## config.mk

```make
export PLATFORM = sky130hd
export DESIGN_NAME = send_sched_rr
export DESIGN_NICKNAME = d
export VERILOG_FILES = /design/src/rtl/send_sched_pkg.sv /design/src/rtl/pend_cnt.sv /design/src/rtl/send_sched_rr.sv
export SDC_FILE = /design/constraint.sdc
export NUM_CORES = 1
export LEC_CHECK = 0
export ABC_CLOCK_PERIOD_IN_PS = 3100
export BUFFER_PORTS_ARGS = -buffer_cell sky130_fd_sc_hd__buf_4
export CORE_MARGIN = 5
export CORE_UTILIZATION = 36
export DETAILED_ROUTE_END_ITERATION = 16
export GPL_TIMING_DRIVEN = 0
export SYNTH_ARGS = -nofsm -noshare
export SYNTH_HDL_FRONTEND = slang
export SYNTH_SLANG_ARGS = --single-unit
export TNS_END_PERCENT = 100
```

## constraint.sdc

```tcl
create_clock -name clk -period 3.1 [get_ports clk]
set_clock_uncertainty 0.1 [all_clocks]
set_input_delay 0.155 -clock clk [delete_from_list [all_inputs] [get_ports clk]]
set_output_delay 0.155 -clock clk [all_outputs]
set_load 0.01 [all_outputs]
```

## src/rtl/send_sched_pkg.sv

```systemverilog
// Shared types for the round-robin send scheduler: state encoding, channel
// index type and the round-robin pick helper.
package send_sched_pkg;

    localparam int unsigned MaxCh = 16;
    localparam int unsigned IdxW  = 4;

    typedef logic [IdxW-1:0] ch_idx_t;

    typedef enum logic {
        StIdle = 1'b0,
        StSend = 1'b1
    } state_e;

    // First set bit of req searching upward from last+1, wrapping at num_ch.
    function automatic ch_idx_t rr_pick(input logic [MaxCh-1:0] req,
                                        input ch_idx_t          last,
                                        input logic [IdxW:0]    num_ch);
        logic [IdxW:0] idx;
        logic          found;
        rr_pick = last;
        found   = 1'b0;
        for (int unsigned k = 1; k <= MaxCh; k++) begin
            idx = {1'b0, last} + (IdxW+1)'(k);
            if (idx >= num_ch) begin
                idx = idx - num_ch;
            end
            if (!found && ((IdxW+1)'(k) <= num_ch) && req[idx[IdxW-1:0]]) begin
                rr_pick = idx[IdxW-1:0];
                found   = 1'b1;
            end
        end
    endfunction

endpackage

```

## src/rtl/pend_cnt.sv

```systemverilog
// One channel's pending-send counter: saturating up/down with a sticky
// overflow flag raised when an increment is dropped at saturation.
module pend_cnt #(
    parameter int unsigned CNT_W = 4
) (
    input  logic             clk,
    input  logic             rst_n,
    input  logic             inc,
    input  logic             dec,
    output logic [CNT_W-1:0] cnt,
    output logic             nonzero,
    output logic             overflow
);

    logic [CNT_W-1:0] cnt_q, cnt_d;
    logic             ovf_q, ovf_d;

    always_comb begin
        cnt_d = cnt_q;
        ovf_d = ovf_q;
        if (inc && !dec) begin
            if (&cnt_q) begin
                ovf_d = 1'b1;
            end else begin
                cnt_d = cnt_q + 1'b1;
            end
        end else if (dec && !inc) begin
            cnt_d = cnt_q - 1'b1;
        end
    end

    always_ff @(posedge clk or negedge rst_n) begin
        if (!rst_n) begin
            cnt_q <= '0;
            ovf_q <= 1'b0;
        end else begin
            cnt_q <= cnt_d;
            ovf_q <= ovf_d;
        end
    end

    assign cnt      = cnt_q;
    assign nonzero  = |cnt_q;
    assign overflow = ovf_q;

endmodule

```

## src/rtl/send_sched_rr.sv

```systemverilog
// Round-robin send scheduler: queues per-channel data-ready pulses and grants
// one channel at a time to the shared sender, rotating after BURST transfers.
module send_sched_rr
    import send_sched_pkg::*;
#(
    parameter int unsigned NUM_CH = 4,
    parameter int unsigned CNT_W  = 4,
    parameter int unsigned BURST  = 2
) (
    input  logic              clk,
    input  logic              rst_n,
    input  logic [NUM_CH-1:0] up_next,
    input  logic              send_done,
    output logic              send_req,
    output logic [NUM_CH-1:0] sending,
    output logic              pending_any,
    output logic [NUM_CH-1:0] overflow
);

    localparam int unsigned BW = $clog2(BURST + 1);

    state_e           state_q, state_d;
    ch_idx_t          grant_q, grant_d;
    ch_idx_t          last_q, last_d;
    logic [BW-1:0]    burst_q, burst_d;

    logic [CNT_W-1:0] cnt [NUM_CH];
    logic [NUM_CH-1:0] nonzero;
    logic [NUM_CH-1:0] last_one;
    logic [NUM_CH-1:0] dec;
    logic [NUM_CH-1:0] eligible;
    logic [MaxCh-1:0]  req_vec;
    logic              burst_end;
    logic              drained;

    for (genvar g = 0; g < NUM_CH; g++) begin : gen_cnt
        pend_cnt #(
            .CNT_W(CNT_W)
        ) u_pend_cnt (
            .clk     (clk),
            .rst_n   (rst_n),
            .inc     (up_next[g]),
            .dec     (dec[g]),
            .cnt     (cnt[g]),
            .nonzero (nonzero[g]),
            .overflow(overflow[g])
        );
        // Granted counter reaches zero this cycle unless a same-cycle increment offsets it.
        assign last_one[g] = (cnt[g] == CNT_W'(1)) && !up_next[g];
    end

    always_comb begin
        for (int unsigned i = 0; i < NUM_CH; i++) begin
            sending[i] = (state_q == StSend) && (grant_q == ch_idx_t'(i));
        end
    end

    assign dec      = {NUM_CH{send_done}} & sending;
    assign eligible = nonzero | up_next;

    always_comb begin
        req_vec               = '0;
        req_vec[NUM_CH-1:0]   = eligible;
    end

    assign drained   = |(last_one & sending);
    assign burst_end = ({1'b0, burst_q} + 1'b1) == (BW+1)'(BURST);

    always_comb begin
        state_d = state_q;
        grant_d = grant_q;
        last_d  = last_q;
        burst_d = burst_q;
        unique case (state_q)
            StIdle: begin
                if (|eligible) begin
                    grant_d = rr_pick(req_vec, last_q, (IdxW+1)'(NUM_CH));
                    burst_d = '0;
                    state_d = StSend;
                end
            end
            StSend: begin
                if (send_done) begin
                    burst_d = burst_q + 1'b1;
                    if (drained || burst_end) begin
                        state_d = StIdle;
                        last_d  = grant_q;
                    end
                end
            end
            default: state_d = StIdle;
        endcase
    end

    always_ff @(posedge clk or negedge rst_n) begin
        if (!rst_n) begin
            state_q <= StIdle;
            grant_q <= '0;
            last_q  <= ch_idx_t'(NUM_CH - 1);
            burst_q <= '0;
        end else begin
            state_q <= state_d;
            grant_q <= grant_d;
            last_q  <= last_d;
            burst_q <= burst_d;
        end
    end

    assign send_req    = (state_q == StSend);
    assign pending_any = |nonzero;

endmodule

```

* Word-level counts from Yosys, hierarchy flattened
Cells that the tools add are included.
** Storage, ports and cells
- Output and inout port bits :: 10
- Flip-flop bits (word level) :: 31
- Word-level logic and storage cells :: 166
- Input port bits :: 7
** Operators by class
- Add/sub/neg operators :: 18
- Bitwise logic cells :: 4
- Multiplexer cells :: 52
- Order comparisons :: 8
- Reductions and logical operators :: 58
- Eq/ne operators :: 14
** Operators with widths (number)
- $mux 4 :: 28
- $reduce_or 4->1 :: 6
- $eq 4x1->1 const B :: 5
- $ge 5x3->1 const B :: 4
- $lt 4x5->1 const B :: 4
- $reduce_and 5->1 :: 4
- $logic_and 1x1->1 :: 19
- $add 4x1->4 const B :: 4
- $bmux 1 s4 :: 4
- $mux 1 :: 16
- $reduce_and 4->1 :: 4
- $reduce_or 16->1 :: 1
- $sub 4x1->4 const B :: 4
- $sub 4x3->4 const B :: 4
- $ne 2x2->1 const B :: 6
- $reduce_and 2->1 :: 6
- $logic_not 1->1 :: 11
- $add 4x2->5 const B :: 2
- $and 4x4->4 :: 2
- $eq 4x2->1 const B :: 2
- $reduce_bool 2->1 :: 4
- $add 4x1->5 const B :: 1
- $add 4x3->5 const B :: 1
- $logic_not 4->1 :: 1
- 10 further kinds :: 11

* Logic depth before layout (Yosys ltp)
Gate-level depths: netlist of the first run.
- Depth after elaboration :: 23
- Depth in mapped cells :: 10

* Modules after synthesis
From an unflattened synthesis of the first run, not the netlist that was laid out.
** Second synthesis, totals
- Cells, all modules :: 264
- Area, all modules :: 2673.8 um2
** By module, submodules not included
- send_sched_rr :: area an instance 1260.0 um2, instances 1, seq. area each 277.8 um2, cells an instance 137
- pend_cnt (gen_cnt[0].u_pend_cnt ...) :: area an instance 351.6 um2, instances 3, seq. area each 125.1 um2, cells an instance 31
- pend_cnt (gen_cnt[3].u_pend_cnt) :: area an instance 359.1 um2, instances 1, seq. area each 125.1 um2, cells an instance 34

* Worst setup path before layout of the first run
OpenSTA, ideal clock, no wires.
- Path type :: register to register
- Start :: register last_q[1]
- End :: register grant_q[1]
- Clock period less this slack :: 2703 ps
- Data required time :: 2874 ps
- Setup slack :: 397 ps
- Library setup time :: 126 ps
- Path buffers :: 0
- Stages on the path, launching flop included :: 11
- Arrival :: 2477 ps
- Cell sequence :: dfstp_2 > inv_1 > ha_1 > a21oi_2 > xnor2_2 > ha_1 > o21ai_0 > a31oi_1 > or3_4 > and4_1 > o32a_1
** On the way
- Cells in the longest elaborated chain, start to end :: 23
** RTL lines
- from (decl) :: line send_sched_rr.sv:24 : ch_idx_t last_q, last_d;
- from (signal assigned) :: line send_sched_rr.sv:99 : last_q <= ch_idx_t'(NUM_CH - 1);
- from (signal assigned) :: line send_sched_rr.sv:104 : last_q <= last_d;
- $add 4x1->5 :: line send_sched_pkg.sv:24 : idx = {1'b0, last} + (IdxW+1)'(k);
- $sub 4x3->4 / $ge 5x3->1 (equally long branches) :: line send_sched_pkg.sv:26, send_sched_pkg.sv:25
- $mux 4 :: line send_sched_pkg.sv:25 : if (idx >= num_ch) begin
- $mux 4 :: line send_sched_rr.sv:76 : if (|eligible) begin
- $mux 4 :: line send_sched_rr.sv:74 : unique case (state_q)
- $bmux 1 s4 :: line send_sched_pkg.sv:28 : if (!found && ((IdxW+1)'(k) <= num_ch) && req[idx[IdxW-1:0]]) begin
- $mux 1 (not written as such) :: line send_sched_pkg.sv:28
- $mux 1 :: line send_sched_pkg.sv:28
- [7 not listed]
- $logic_not 1->1 :: line send_sched_pkg.sv:28
- $logic_and 1x1->1 :: line send_sched_pkg.sv:28
- $mux 1 :: line send_sched_pkg.sv:28
- $mux 1 :: line send_sched_rr.sv:76
- $mux 1 :: line send_sched_rr.sv:74
- $logic_not 1->1 :: line send_sched_pkg.sv:28
- $logic_and 1x1->1 :: line send_sched_pkg.sv:28
- $mux 4 (*) :: line send_sched_pkg.sv:28
- to (signal assigned) :: line send_sched_rr.sv:103 : grant_q <= grant_d;
- to (decl) :: line send_sched_rr.sv:23 : ch_idx_t grant_q, grant_d;
Mark *: on every way between the ends. The rest lies on a longest branch, timed or not. The select of a mux whose other input is x is not followed.
A chain may end at the register's enable or synchronous reset.

* Worst setup path in the final report of the first run
Ends and elaborated chain as after synthesis.

==> results of run 1 <==
## metrics by stage
| stage | std cells | instance area, µm² | util [%] | setup WS, ns |
|---|---|---|---|---|
| floorplan | 272 | 2630 | - | 0.397 |
| global placement | 385 | 2860 | 39.9 | 0.163 |
| detailed placement | 385 | 2860 | 39.9 | 0.121 |
| CTS | 396 | 2990 | 41.7 | 0.120 |
| global route | 401 | 3030 | 42.2 | 0.0429 |
| finish | 401 | 3030 | 42.2 | 0.154 |
## critical path: cells and delay by family, from the launching register on
kind,cells,cell delay [ns]
simple gates,2,0.59
buf+inv,1,0.20
flops,1,0.62
xor+xnor,1,0.15
compound gates,4,0.66
fa+ha+maj,2,0.52
## worst max-delay path by stage
stage | end | startpoint | cells after the start | slack (ns)
floorplan | grant_q[1]$_DFFE_PN0P_ | last_q[1]$_DFFE_PN1P_ | 10 | 0.40
finish | grant_q[1]$_DFFE_PN0P_ | last_q[1]$_DFFE_PN1P_ | 10 | 0.15
CTS | grant_q[1]$_DFFE_PN0P_ | last_q[1]$_DFFE_PN1P_ | 10 | 0.12
global route | grant_q[1]$_DFFE_PN0P_ | last_q[1]$_DFFE_PN1P_ | 10 | 0.04
global placement | grant_q[1]$_DFFE_PN0P_ | last_q[1]$_DFFE_PN1P_ | 10 | 0.16
detailed placement | grant_q[1]$_DFFE_PN0P_ | last_q[1]$_DFFE_PN1P_ | 10 | 0.12
## logic make-up (layout without fill, tap and decap cells)
family / after synthesis / after routing / share of synthesized area, %
AND/OR/NAND/NOR: 94 / 94 / 22.7
AO/OA/AOI/OAI: 58 / 58 / 15.8
adder cells (fa/ha/maj): 31 / 31 / 14.7
flip-flops: 31 / 31 / 29.6
buffers and inverters: 28 / 58 / 5.37
XOR/XNOR: 19 / 19 / 6.61
multiplexers: 11 / 11 / 5.14
## final cells by class
cell class / instances / area [µm²] / area share (%)
buffer: 11 / 77.6 / 2.56
clock buffer: 8 / 100 / 3.30
inverter: 17 / 67.6 / 2.23
multi-input combinational: 213 / 1710 / 56.5
sequential: 31 / 778 / 25.7
tap: 99 / 124 / 4.09
timing repair buffer: 22 / 173 / 5.70
## where the power goes
group | internal [mW] | switching (mW)
Clock | 0.202 | 0.146
Combinational | 0.928 | 0.997
Sequential | 0.609 | 0.274
## cells in the mapped netlist, drive strengths merged (2+ instances only)
library cell,count
a211oi,4
a21o,2
a21oi,16
a22o,2
a22oi,2
a31oi,6
a32oi,3
and2,6
and3,5
and4,2
buf,9
clkbuf,2
dfrtp,29
dfstp,2
ha,31
inv,17
mux2i,9
nand2,22
nand2b,3
nand3,7
nand3b,2
nand4,5
nor2,18
nor2b,3
nor3,4
nor4b,10
o21ai,6
o21bai,2
o31ai,3
o32a,2
or3,2
xnor2,10
xor2,9
## metal layers
| layer | up-vias | track usage (%) | share of wire (%) |
|---|---|---|---|
| li1 | 1044 | - | - |
| met1 | 981 | 17.6 | 51 |
| met2 | 18 | 20.1 | 46 |
| met3 | 4 | 2.68 | 2.3 |
| met4 | 0 | 2.49 | 0.67 |
| met5 | - | 0 | 0 |
## timing repair
| item | 4_1_cts | 5_1_grt |
|---|---|---|
| hold buffers | 3 | 0 |
| gates resized for setup | 0 | 1 |
| setup buffers | 0 | 5 |
| setup endpoints to repair | 0 | 1 |
| hold endpoints to repair | 31 | 0 |
## registers in the layout (all words and copies together) (netlist names)
register and flops:
gen_cnt.u_pend_cnt.cnt 16, gen_cnt.u_pend_cnt.overflow 4, grant_q 4, last_q 4
burst_q 2, send_req 1
==> impl_metrics.csv, run 1 <==
group,metric,value,unit
worst_setup_path,crit_fanout,6,
synthesis,ys_warn_count,0,
floorplan,die_area,9120,µm²
finish,n_fill_cell,701,
run,maxCapViolCount,0,
clock_tree,htreeDepth,2,
synthesis,synthCells,272,
hold_path,min-delay-start,"up_next[3]",
sta,setup_viol,0,
clock_tree,root_buffer,"clkbuf_8",
detailed_routing,wire_per_inst,13.5,µm
synthesis,ys_seq_area_share,29.6,%
placed_design,dpl.hpwl,4080,µm
sta,post-route-min-period,2.95,ns
detailed_routing,drtPass1Iterations,4,
synthesis,ys_seq_elements,31,
floorplan,ios,17,
power_and_ir_drop,vdd_drop_max,0.000263,V
worst_setup_path,worstSetupPathType,"flop to flop",
worst_setup_path,rrSetupSlack,0.15,ns
synthesis,synth_edf_count,0,
detailed_routing,drc,0,
finish,fin_nets,339,
worst_setup_path,crit_path_top_delay_cell,"dfstp_2",
finish,final_common_cell,"ha_1",
placed_design,place.gp.congestion,0.826,
detailed_routing,avgViaCountPerCell,5.10,
clock_tree,numCtsBuffers,5,
global_route,grt_pass1_vias,1942,
sta,worst_pin_slew,0.519,ns
hold_path,holdPathEnd,"gen_cnt[3].u_pend_cnt.cnt[1]$_DFFE_PN0P_",
global_route,grt_first_pass_wirelength,9250,µm
floorplan,initial_core_util,36.7,%
sta,rsz0062_at_grt,"false",
worst_setup_path,critical_path_arrival,3.01,ns
worst_setup_path,critPathLaunchType,"flop",
worst_setup_path,slowest_delay,0.62,ns
power_and_ir_drop,leakage,1.34,nW
clock_tree,clkSlewWorstSetupHoldPaths,0.06,ns
synthesis,synthFlopType,"dfrtp_1",
detailed_routing,drtAntennaViolNets,0,
global_route,grt_overflow,0,
synthesis,synth_top_area_cell,"dfrtp_1",
clock_tree,cts_buffer_depth,2,
worst_setup_path,crit_chain,"clkinvlp_4, ha_1, a21oi_2, xnor2_2, ha_1, o21ai_0, a31oi_1, or3_4, and4_1, o32a_1",
worst_setup_path,reg2reg_to,"grant_q[1]$_DFFE_PN0P_",
floorplan,core,7180,µm²
synthesis,synthTopCellsByArea,"dfrtp_1 (28%), ha_1 (15%), nand2_1 (3.0%), xnor2_1 (3.0%), xor2_1 (3.0%)",
hold_path,hold_depth,3,
clock_tree,clk_latency,0.27,ns
hold_path,hp-class,"primary input to flop",
worst_setup_path,rr_worst_depth,10,
worst_setup_path,crit_required,3.16,ns
synthesis,syn-num-nets,310,
placed_design,portBuffers,14,
finish,final_cell_mix,"ha_1 (31), dfrtp_1 (29), buf_4 (24)",
sta,max_freq,339,MHz
finish,syn_to_final_growth,15.2,%
status,outcome,"complete, no violations",
synthesis,synth_top_area_share,27.6,%
sta,maxSlewViolCount,0,
global_route,antenna_found_initial,0,
synthesis,synth_cell_type_count,67,
detailed_routing,dr.first_iter.drc_count,71,
global_route,track_usage,12.6,%
floorplan,dieWidth,95.5,µm
worst_setup_path,endpoint_kind,"flop",
clock_tree,tritoncts,"yes",
worst_setup_path,cp_common_cell,"ha_1",
floorplan,die_y,95.5,µm
synthesis,syn_avg_cell_area,9.67,µm²
sta,fin_setup_tns,0,ns
synthesis,netlist_area,2630,µm²
power_and_ir_drop,power_density,1040,nW/µm²
sta,min_period_over_period,95.0,%
sta,hold_viol,0,
sta,whs,0.138,ns
global_route,grt_max_degree,32,
finish,diodes,0,
floorplan,rows,31,
detailed_routing,wl,5400,µm
detailed_routing,routed-via-count,2047,
worst_setup_path,r2r_start,"last_q[1]$_DFFE_PN1P_",
power_and_ir_drop,total_power,3.16,mW
finish,drive_above_1_share,20.5,%
sta,relSlewSlack,64.9,%
clock_tree,clkSinkCount,31,
synthesis,async_reset_ff_share,100,%
Note: power is estimated with default switching activity, not from simulation.
==> run 2: changes to the inputs <==
--- a/config.mk
+++ b/config.mk
@@ -11,6 +11,7 @@
 export CORE_UTILIZATION = 36
 export DETAILED_ROUTE_END_ITERATION = 16
 export GPL_TIMING_DRIVEN = 0
+export PLACE_DENSITY_LB_ADDON = 0.08
 export SYNTH_ARGS = -nofsm -noshare
 export SYNTH_HDL_FRONTEND = slang
 export SYNTH_SLANG_ARGS = --single-unit
==> run 2 against run 1 <==
Compared with the run above: sequential power increased by 0.5%; worst setup slack improved by 0.011 ns; count of clock-buffer cells in the layout unchanged; power about the same; first-iteration DRC count increased by 17%; maximum frequency increased by 0.38%; critical path type unchanged; sequential cell count unchanged; critical path depth unchanged; worst hold slack improved by 0.014 ns; combinational power about the same; global-route usage increased by 0.72 points.
==> impl_metrics.csv, run 2 (synthesis gave the netlist of run 1 again) <==
group,metric,value,unit
detailed_routing,wl,5620,µm
clock_tree,clkSlewWorstSetupHoldPaths,0.07,ns
finish,syn_to_final_growth,14.6,%
detailed_routing,drc,0,
floorplan,rows,31,
detailed_routing,drtPass1Iterations,4,
worst_setup_path,rr_worst_depth,10,
clock_tree,clkSinkCount,31,
finish,final_core_util,42.0,%
power_and_ir_drop,p_switching,1.43,mW
worst_setup_path,rrSetupSlack,0.17,ns
global_route,grt_first_pass_wirelength,9600,µm
floorplan,dieWidth,95.5,µm
floorplan,initial_core_util,36.7,%
finish,fin_nets,336,
worst_setup_path,endpoint_kind,"flop",
worst_setup_path,r2r_start,"last_q[1]$_DFFE_PN1P_",
hold_path,hold_depth,3,
global_route,antenna_found_initial,0,
detailed_routing,avgViaCountPerCell,5.19,
run,maxCapViolCount,0,
detailed_routing,drtAntennaViolNets,0,
placed_design,portBuffers,14,
sta,rsz0062_at_grt,"false",
finish,final_cell_mix,"ha_1 (31), dfrtp_1 (29), nand2_1 (21), buf_4 (21), nor2_1 (18)",
sta,hold_viol,0,
power_and_ir_drop,leakage,1.32,nW
worst_setup_path,crit_fanout,9,
placed_design,dpl-instance-area,2860,µm²
placed_design,dp_cells,385,
worst_setup_path,critical_path_arrival,3.01,ns
clock_tree,numCtsBuffers,5,
sta,setup_viol,0,
finish,largest_reg_flops,16,
finish,final_common_cell,"ha_1",
floorplan,die_y,95.5,µm
power_and_ir_drop,internal_power,1.72,mW
sta,relSlewSlack,58.4,%
power_and_ir_drop,pwr-share-clk,11.4,%
sta,max_freq,341,MHz
finish,drive_above_1_share,20.1,%
worst_setup_path,crit_start,"last_q[1]$_DFFE_PN1P_",
global_route,grt_max_degree,32,
sta,min_period_over_period,94.7,%
power_and_ir_drop,power_density,1050,nW/µm²
finish,regArea,778,µm²
hold_path,min-delay-start,"up_next[3]",
global_route,track_usage,13.3,%
floorplan,core,7180,µm²
worst_setup_path,reg2reg_to,"grant_q[1]$_DFFE_PN0P_",
sta,maxSlewViolCount,0,
floorplan,die_area,9120,µm²
worst_setup_path,critPathLaunchType,"flop",
clock_tree,root_buffer,"clkbuf_8",
detailed_routing,dr.first_iter.drc_count,83,
sta,worst_pin_slew,0.623,ns
placed_design,dpl.hpwl,4250,µm
detailed_routing,routed-via-count,2064,
worst_setup_path,crit_required,3.17,ns
detailed_routing,wire_per_inst,14.1,µm
clock_tree,htreeDepth,2,
floorplan,ios,17,
finish,diodes,0,
finish,final_area,3020,µm²
global_route,grt_pass1_vias,2010,
power_and_ir_drop,p_comb_share,60.5,%
worst_setup_path,worstSetupPathType,"flop to flop",
power_and_ir_drop,sequentialPowerShare,28.1,%
clock_tree,clk_latency,0.28,ns
hold_path,holdPathEnd,"gen_cnt[3].u_pend_cnt.cnt[1]$_DFFE_PN0P_",
sta,post-route-min-period,2.93,ns
clock_tree,cts_buffer_depth,2,
placed_design,place.gp.congestion,0.783,
power_and_ir_drop,switching_share,45.3,%
finish,n_fill_cell,706,
power_and_ir_drop,vdd_drop_max,0.000411,V
global_route,grt_overflow,0,
finish,multi_input_area,1720,µm²
clock_tree,tritoncts,"yes",
hold_path,hp-class,"primary input to flop",
status,outcome,"complete, no violations",
finish,instances_no_fill,398,
sta,fin_setup_tns,0,ns
## run 2: cell types whose count changed in the layout (fill, tap and decap cells not counted), sizes merged
cell  delta
buf      -3
## run 2: worst max-delay path by stage
stage,end
after global placement,grant_q[1]$_DFFE_PN0P_
after detailed placement,grant_q[1]$_DFFE_PN0P_
after floorplan,grant_q[1]$_DFFE_PN0P_
final,grant_q[1]$_DFFE_PN0P_
after global routing,grant_q[1]$_DFFE_PN0P_
after CTS,grant_q[1]$_DFFE_PN0P_
## run 2: critical path, stage by stage, from the launching register on
cell and delay (ns):
dfstp_2 0.65, clkinvlp_4 0.18, ha_1 0.24, a21oi_2 0.16, xnor2_2 0.15, ha_1 0.28
o21ai_0 0.15, a31oi_1 0.06, or3_4 0.40, and4_1 0.19, o32a_1 0.27
## run 2: power by group through the flow
stage | clock network (mW) | registers [mW] | logic (mW)
after floorplan | 0 | 0.819 | 1.47
after global placement | 0 | 0.895 | 1.86
after detailed placement | 0 | 0.895 | 1.87
after CTS | 0.375 | 0.888 | 1.89
after global routing | 0.399 | 0.925 | 2.14
final | 0.359 | 0.887 | 1.91
## run 2: cell type report
type	count	share of cell area (%)
multi-input cells	213	57.0
plain buffers	11	2.57
repair buffers	19	4.98
inverters	17	2.24
well taps	99	4.11
flip-flops and latches	31	25.8
clock buffers	8	3.32
## run 2: timing repair
item	4_1_cts	5_1_grt
hold buffers	3	0
hold endpoints to repair	31	0
endpoints found under the setup margin	0	1
resized for setup	0	3
buffers inserted	0	2
## run 2: metrics by stage
| stage | power, mW | setup slack, ns | hold slack [ns] |
|---|---|---|---|
| 2_1_floorplan | 2.29 | 0.397 | -0.241 |
| 3_3_place_gp | 2.76 | 0.148 | 0.0344 |
| 3_5_place_dp | 2.76 | 0.137 | 0.0368 |
| 4_1_cts | 3.15 | 0.120 | 0.143 |
| 5_1_grt | 3.47 | 0.00438 | 0.157 |
| 6_report | 3.15 | 0.165 | 0.152 |
## run 2: metal layers
layer	global-route usage (%)	vias to the layer above	part of all wire, %
met4	2.96	0	0.52
met3	2.92	4	3.1
met5	0	-	0
li1	-	1036	-
met1	19.3	987	52
met2	20.2	37	44
